`config.mk`:
```
export PLATFORM = sky130hd
export DESIGN_NAME = tomasulo_rs
export DESIGN_NICKNAME = d
export VERILOG_FILES = /design/src/rtl/tomasulo_rs.sv
export SDC_FILE = /design/constraint.sdc
export NUM_CORES = 1
export LEC_CHECK = 0
export BUFFER_PORTS_ARGS = -buffer_cell sky130_fd_sc_hd__buf_4
export CAP_MARGIN = 20
export CELL_PAD_IN_SITES_DETAIL_PLACEMENT = 0
export CELL_PAD_IN_SITES_GLOBAL_PLACEMENT = 2
export CORE_MARGIN = 5
export CORE_UTILIZATION = 42
export DETAILED_ROUTE_END_ITERATION = 7
export GPL_TIMING_DRIVEN = 0
export HOLD_SLACK_MARGIN = 0.05
export PLACE_DENSITY = 0.86
export SYNTH_ARGS = -nofsm -noshare
export SYNTH_HDL_FRONTEND = slang
export SYNTH_SLANG_ARGS = --single-unit
```
`constraint.sdc`:
```
create_clock -name clk -period 7.1 [get_ports clk]
set_clock_uncertainty 0.1 [all_clocks]
set_input_delay 1.42 -clock clk [delete_from_list [all_inputs] [get_ports clk]]
set_output_delay 1.42 -clock clk [all_outputs]
set_load 0.005 [all_outputs]
```
`src/rtl/tomasulo_rs.sv`:
```
// Reservation station for one Tomasulo execution unit: holds dispatched ops until
// both operands arrive over the CDB, then issues the oldest ready entry.
package tomasulo_pkg;
    typedef enum logic [2:0] {
        OP_ADD, OP_SUB, OP_AND, OP_OR, OP_XOR, OP_NOT, OP_MOVI
    } opcode_t;

    typedef logic [31:0] word_t;
    typedef logic [15:0] imm_t;
    typedef logic [4:0]  tag_t;
    typedef logic [3:0]  robid_t;
    typedef logic [4:0]  reg_t;

    typedef struct packed {
        logic   vld;
        tag_t   tag;
        word_t  wdata;
        robid_t robid;
        reg_t   wa;
    } cdb_t;

    typedef struct packed {
        opcode_t     op;
        word_t [1:0] rdata;
        imm_t        imm;
        tag_t        tag;
        robid_t      robid;
        reg_t        wa;
    } issue_t;
endpackage

module tomasulo_rs
    import tomasulo_pkg::*;
#(
    parameter int N = 4
) (
    input  logic                   clk,
    input  logic                   rst,
    input  logic                   flush,
    input  logic                   disp_vld,
    input  opcode_t                disp_op,
    input  imm_t                   disp_imm,
    input  tag_t                   disp_tag,
    input  robid_t                 disp_robid,
    input  reg_t                   disp_wa,
    input  logic [1:0]             disp_src_rdy,
    input  tag_t [1:0]             disp_src_tag,
    input  word_t [1:0]            disp_src_rdata,
    output logic                   disp_rdy_r,
    input  cdb_t                   cdb,
    output logic                   iss_vld,
    output issue_t                 iss,
    input  logic                   iss_busy_r,
    output logic [$clog2(N+1)-1:0] occ_r
);
    localparam int IW = $clog2(N);
    localparam int OW = $clog2(N+1);

    logic [N-1:0] vld;
    logic [N-1:0] age [N];
    opcode_t      op_q    [N];
    imm_t         imm_q   [N];
    tag_t         tag_q   [N];
    robid_t       robid_q [N];
    reg_t         wa_q    [N];
    logic [1:0]   rdy_q   [N];
    tag_t         stag_q  [N][2];
    word_t        data_q  [N][2];

    logic [IW-1:0] free_idx;
    logic [IW-1:0] win_idx;
    logic [N-1:0]  cand;
    logic [N-1:0]  disp_we;
    logic          has_free;
    logic          disp_fire;
    logic [OW-1:0] occ_nxt;

    // NOTE: combinational blocks use blocking '=' and assign every output a default
    // first, so no path through the block leaves a value held and no latch is inferred.
    always_comb begin
        free_idx = '0;
        has_free = 1'b0;
        for (int i = N - 1; i >= 0; i--) begin
            if (!vld[i]) begin
                free_idx = IW'(i);
                has_free = 1'b1;
            end
        end

        for (int i = 0; i < N; i++) begin
            cand[i] = vld[i] & rdy_q[i][0] & rdy_q[i][1];
        end

        // The winner is the candidate with no older candidate.
        win_idx = '0;
        for (int i = 0; i < N; i++) begin
            logic blocked;
            blocked = 1'b0;
            for (int j = 0; j < N; j++) begin
                if (cand[j] && age[j][i]) blocked = 1'b1;
            end
            if (cand[i] && !blocked) win_idx = IW'(i);
        end

        disp_fire = disp_vld & disp_rdy_r & ~flush & has_free;
        for (int i = 0; i < N; i++) begin
            disp_we[i] = disp_fire && (free_idx == IW'(i));
        end

        iss_vld = (|cand) & ~iss_busy_r & ~flush;
        iss     = '0;
        if (iss_vld) begin
            iss.op       = op_q[win_idx];
            iss.rdata[0] = data_q[win_idx][0];
            iss.rdata[1] = data_q[win_idx][1];
            iss.imm      = imm_q[win_idx];
            iss.tag      = tag_q[win_idx];
            iss.robid    = robid_q[win_idx];
            iss.wa       = wa_q[win_idx];
        end

        if (flush) occ_nxt = '0;
        else       occ_nxt = occ_r + OW'(disp_fire) - OW'(iss_vld);
    end

    // NOTE: state registers use non-blocking '<=' so every flop samples the
    // pre-edge values, independent of statement order.
    always_ff @(posedge clk) begin
        if (rst) begin
            vld        <= '0;
            occ_r      <= '0;
            disp_rdy_r <= 1'b1;
            for (int i = 0; i < N; i++) age[i] <= '0;
        end else begin
            occ_r      <= occ_nxt;
            disp_rdy_r <= (occ_nxt < OW'(N));
            assert ($onehot0(disp_we));
            if (flush) begin
                vld <= '0;
            end else begin
                for (int i = 0; i < N; i++) begin
                    if (disp_we[i]) begin
                        vld[i] <= 1'b1;
                        age[i] <= '0;
                    end else begin
                        if (iss_vld && (win_idx == IW'(i))) vld[i] <= 1'b0;
                        if (disp_fire) age[i][free_idx] <= vld[i];
                    end
                end
            end
        end
    end

    // NOTE: the payload array has no reset; it is only observed through vld,
    // which is reset, so clearing the storage would buy nothing.
    always_ff @(posedge clk) begin
        for (int i = 0; i < N; i++) begin
            if (disp_we[i]) begin
                op_q[i]    <= disp_op;
                imm_q[i]   <= disp_imm;
                tag_q[i]   <= disp_tag;
                robid_q[i] <= disp_robid;
                wa_q[i]    <= disp_wa;
            end
            for (int o = 0; o < 2; o++) begin
                if (disp_we[i]) begin
                    stag_q[i][o] <= disp_src_tag[o];
                    // Same-cycle CDB result bypasses into a not-yet-ready operand.
                    if (!disp_src_rdy[o] && cdb.vld && (disp_src_tag[o] == cdb.tag)) begin
                        rdy_q[i][o]  <= 1'b1;
                        data_q[i][o] <= cdb.wdata;
                    end else begin
                        rdy_q[i][o]  <= disp_src_rdy[o];
                        data_q[i][o] <= disp_src_rdata[o];
                    end
                end else if (vld[i] && !rdy_q[i][o] && cdb.vld && (stag_q[i][o] == cdb.tag)) begin
                    rdy_q[i][o]  <= 1'b1;
                    data_q[i][o] <= cdb.wdata;
                end
            end
        end
    end
endmodule
```
# Yosys cells after proc, flatten, opt, wreduce, memory -nomap -nowiden
# Memories as Yosys holds them, arrays and structs flattened.
# Index checks and enable logic that the tools add are counted.
[totals]
word_cells = 434
ram_bits = 452
inputBits = 161
memories = 9
reg_bits = 8
[classes]
n_reduce_logical = 91
eq_ne = 16
addsub = 2
n_bitwise = 67
mux = 240
n_lt_le_gt_ge = 3
[mem_list]
columns = ["memory", "depth", "word_bits", "read_ports", "rd_clocked_by_memory_dff", "wr", "line_no", "rtl"]
rows = [
  ["data_q", 4, 64, 1, 0, 4, "68", "word_t data_q [N][2];"],
  ["imm_q", 4, 16, 1, 0, 1, "62", "imm_t imm_q [N];"],
  ["stag_q", 4, 10, 4, 0, 1, "67", "tag_t stag_q [N][2];"],
  ["tag_q", 4, 5, 1, 0, 1, "63", "tag_t tag_q [N];"],
  ["wa_q", 4, 5, 1, 0, 1, "65", "reg_t wa_q [N];"],
  ["age", 4, 4, 4, 0, 4, "60", "logic [N-1:0] age [N];"],
  ["3 more memories", "-", "-", "-", "-", "-", "-", ""],
]
[op_table]
columns = ["op", "count"]
rows = [
  ["$mux 32", 16],
  ["$mux 1", 171],
  ["$mux 97", 1],
  ["$logic_and 1x1->1", 52],
  ["$or 1x1->1", 52],
  ["$eq 5x5->1", 10],
  ["$mux 16", 3],
  ["$mux 2", 24],
  ["$reduce_or 16->1", 3],
  ["$mux 4", 11],
  ["$mux 10", 3],
  ["$mux 5", 6],
  ["$reduce_or 10->1", 3],
  ["$reduce_or 5->1", 6],
  ["$reduce_or 4->1", 4],
  ["$and 1x1->1", 13],
  ["$logic_not 1->1", 13],
  ["$mux 3", 4],
  ["$reduce_or 3->1", 3],
  ["$eq 2x2->1 const B", 4],
  ["$reduce_bool 2->1", 4],
  ["$eq 2x1->1 const B", 2],
  ["$logic_not 2->1", 2],
  ["$add 3x1->3", 1],
  ["other kinds (7)", 8],
]

# Depth between registers and ports, before layout
# An unclocked memory read counts as a cell.
[logic_depth]
depth_word = 17
depth_mapped = 13
depth_no_buf = 10

# Worst setup path before layout
# Ideal clock, no wire load.
[synth_path]
path_type = "input to register"
start = "input port cdb[43] (netlist name)"
end = "memory data_q[0][32] (netlist name), enable pin"
cell_stages = 4
arrival_time_ps = 5402
setup_time_ps = 516
setup_slack_ps = 1083
path_cell_list = "buf_2 xnor2_1 nand4_1 o41ai_1"
[synth_lines]
columns = ["item", "line_no", "rtl"]
rows = [
  ["from (decl)", "50", "input cdb_t cdb,"],
  ["to (decl)", "68", ""],
]

==> impl_metrics.tcl <==
set metrics [dict create \
    grt_max_degree 50 \
    areaGrowthSynthToFinish_pct 22.7 \
    pwr-share-clk_pct 43.3 \
    peakVddDrop_uv 164 \
    ys_seq_area_share_pct 64.0 \
    wl_per_cell_um 26.1 \
    io_pins 263 \
    finalCritPeriodShare_pct 79.4 \
    finalWeightedCongestion 0.818 \
    die_y_um 235 \
    hold_start "occ_r[0]" \
    max-cap-violations 0 \
    port_buffers 248 \
    grt_pass1_vias 14000 \
    drtIter0Drc 1188 \
    antenna_found_initial 7 \
    max-slew-margin-rel_pct 11.0 \
    cts_setup_buffers 0 \
    combPwrFrac_pct 5.6 \
    finalSetupTns_ps 0 \
    synth-main-ff-cell "edfxtp_1" \
    core-area_um2 50100 \
    p_sw_share_pct 21.2 \
    ys_types 52 \
    fillers 4256 \
    cts_root_buf "clkbuf_16" \
    r2r_end "disp_rdy_r" \
    insertion_delay_ps 590 \
    timing.rr.start "rdy_q[1][3]" \
    yosys-top-cells-area "edfxtp_1 63%, mux2_2 13%, mux2i_1 4.6%" \
    crit_required_ps 5580 \
    async_reset_ff_share_pct 0 \
    tightest_slew_ps 1300 \
    drt-pass1-iter-count 5 \
    synth_top_area_share_pct 63.2 \
    drive_gt1_share_pct 41.5 \
    crit_fanout 10 \
    seqPwrFrac_pct 51.1 \
    synth-seq-cells 456 \
    p_int_mw 4.65 \
    syn_avg_cell_area_um2 15.5 \
    cts_resized 0 \
    critical_path_class "primary input to output port" \
    syn_inst 1374 \
    htreeDepth 2 \
    drc 0 \
    die_w_um 235 \
    power.leakage_nw 9.70 \
    ctsHoldBuffers 0 \
    finalHoldViolations 0 \
    powerDensity_nw_per_um2 226 \
    yosysMostFrequentCell "edfxtp_1" \
    overflow 0 \
    final_antenna_net_count 0 \
    synth_area_um2 21200 \
    via_count 13800 \
    ys_warn_count 0 \
    holdPathStages 2 \
    cp-start-kind "primary input" \
    reg2reg_setup_slack_ps 3430 \
    tritoncts "done" \
    nets 1888 \
    outcome "completed" \
    dieArea_um2 55200 \
    slew_violations 0 \
    hold_path_end "occ_r[0]" \
    finalPower_mw 5.90 \
    clkSinkCount 456 \
    end_kind "output port" \
    start_util_pct 42.4 \
    synth_commonest_cells "447 x edfxtp_1, 250 x mux2_2, 98 x nor2_1, 98 x nor3_1, 97 x mux2i_1" \
    ctsLongestPathBuffers 3 \
    period_minus_slack_ps 5640 \
    dp_hpwl_um 44400 \
    final_util_pct 52.1 \
    reg2reg_depth 12 \
    yosysTopAreaCell "edfxtp_1" \
    finalSetupViolCount 0 \
    grt_usage_pct 22.2 \
    rsz0062_at_grt "no" \
    wirelength_um 63700 \
    synth_edf_count 447 \
    arrival_ps 4120 \
    fmax_ghz 0.177 \
    via_per_inst 5.66 \
    grt_pass1_wl_um 92900 \
    clk_pin_slew_ps 50 \
    hold_path_class "flop to flop" \
    p_sw_mw 1.25 \
    cts_made_buffers 49 \
    rows 82 \
]
power groups by stage:
stage | Sequential [mW] | Clock (mW) | Combinational [mW]
CTS | 3.02 | 2.60 | 0.329
global route | 3.02 | 2.71 | 0.353
floorplan | 3.07 | 0 | 0.158
finish | 3.02 | 2.56 | 0.328
detailed placement | 3.07 | 0 | 0.327
global placement | 3.08 | 0 | 0.306
cells by family after synthesis:
kind of cell | synth area share [%]
AOI/OAI and AO/OA | 5.61
xor gates and xnor gates | 2.14
adders and majority gates | 0.212
buffers and inverters | 3.46
DFF | 64.0
muxes | 18.1
other | 0.0176
and+or+nand+nor | 6.41
worst max-delay path, cell delays in order:
cell       delay, ps
buf_4            110
or2_2            320
a41o_1           230
clkbuf_1         370
clkbuf_1         390
a2111oi_0       1020
buf_4            260
placed cells by master, fill, tap and decap left out, drive strengths merged, types with 6 or more instances in the layout:
cell type,count
nor2,99
clkbuf,94
nor3,98
buf,361
inv,10
mux2i,97
edfxtp,447
nand2,6
mux2,256
clkinv,26
o41ai,8
xor2,9
xnor2,43
or3,12
nand4,20
dfxtp,9
o21ai,10
or2,9
a2111oi,97
sequential cells by signal (all words and copies together), names as in the netlist, 4 cells and up:
| register | count |
|---|---|
| wa_q | 20 |
| rdy_q | 8 |
| tag_q | 20 |
| stag_q | 40 |
| imm_q | 64 |
| vld | 4 |
| age | 12 |
| op_q | 12 |
| data_q | 256 |
| robid_q | 16 |
metrics by stage:
| step | setup slack, ps | hold slack, ps | instances | area, um2 |
|---|---|---|---|---|
| 6_report | 1460 | 496 | 2439 | 26100 |
| 5_1_grt | 1430 | 530 | 2436 | 26100 |
| 4_1_cts | 1500 | 495 | 2435 | 26000 |
| 3_5_place_dp | 1520 | 477 | 2344 | 24400 |
| 3_3_place_gp | -3430 | 484 | 2296 | 24000 |
| 2_1_floorplan | 1080 | 416 | 1376 | 21300 |
final cells by class:
class,instances,area (um2),area share [%]
inverters,10,40.0,0.154
diodes,3,7.51,0.0288
multi-input cells,809,6980,26.8
well taps,672,841,3.23
flip-flops and latches,456,13600,52.2
clock buffers,58,1290,4.95
clock inverters,33,315,1.21
plain buffers,101,696,2.67
repair buffers,297,2290,8.79
metal layers:
layer	wire length, um	vias up	track usage, %
met1	26500	6953	30.0
met2	30600	589	36.1
li1	-	6162	-
met5	53	-	0
met3	5190	90	5.90
met4	1330	10	5.03
worst max path at each step:
stage                          start             to  slack (ps)  cells past startpoint
after floorplan              cdb[43]  data_q[0][32]        1080                      4
after global placement       cdb[44]  data_q[1][48]       -3430                      4
after detailed placement  iss_busy_r        iss[92]        1520                      7
after CTS                 iss_busy_r        iss[92]        1500                      7
after global routing      iss_busy_r        iss[92]        1430                      7
final                     iss_busy_r        iss[92]        1460                      7
No activity file was read; power rests on OpenSTA's default activity.
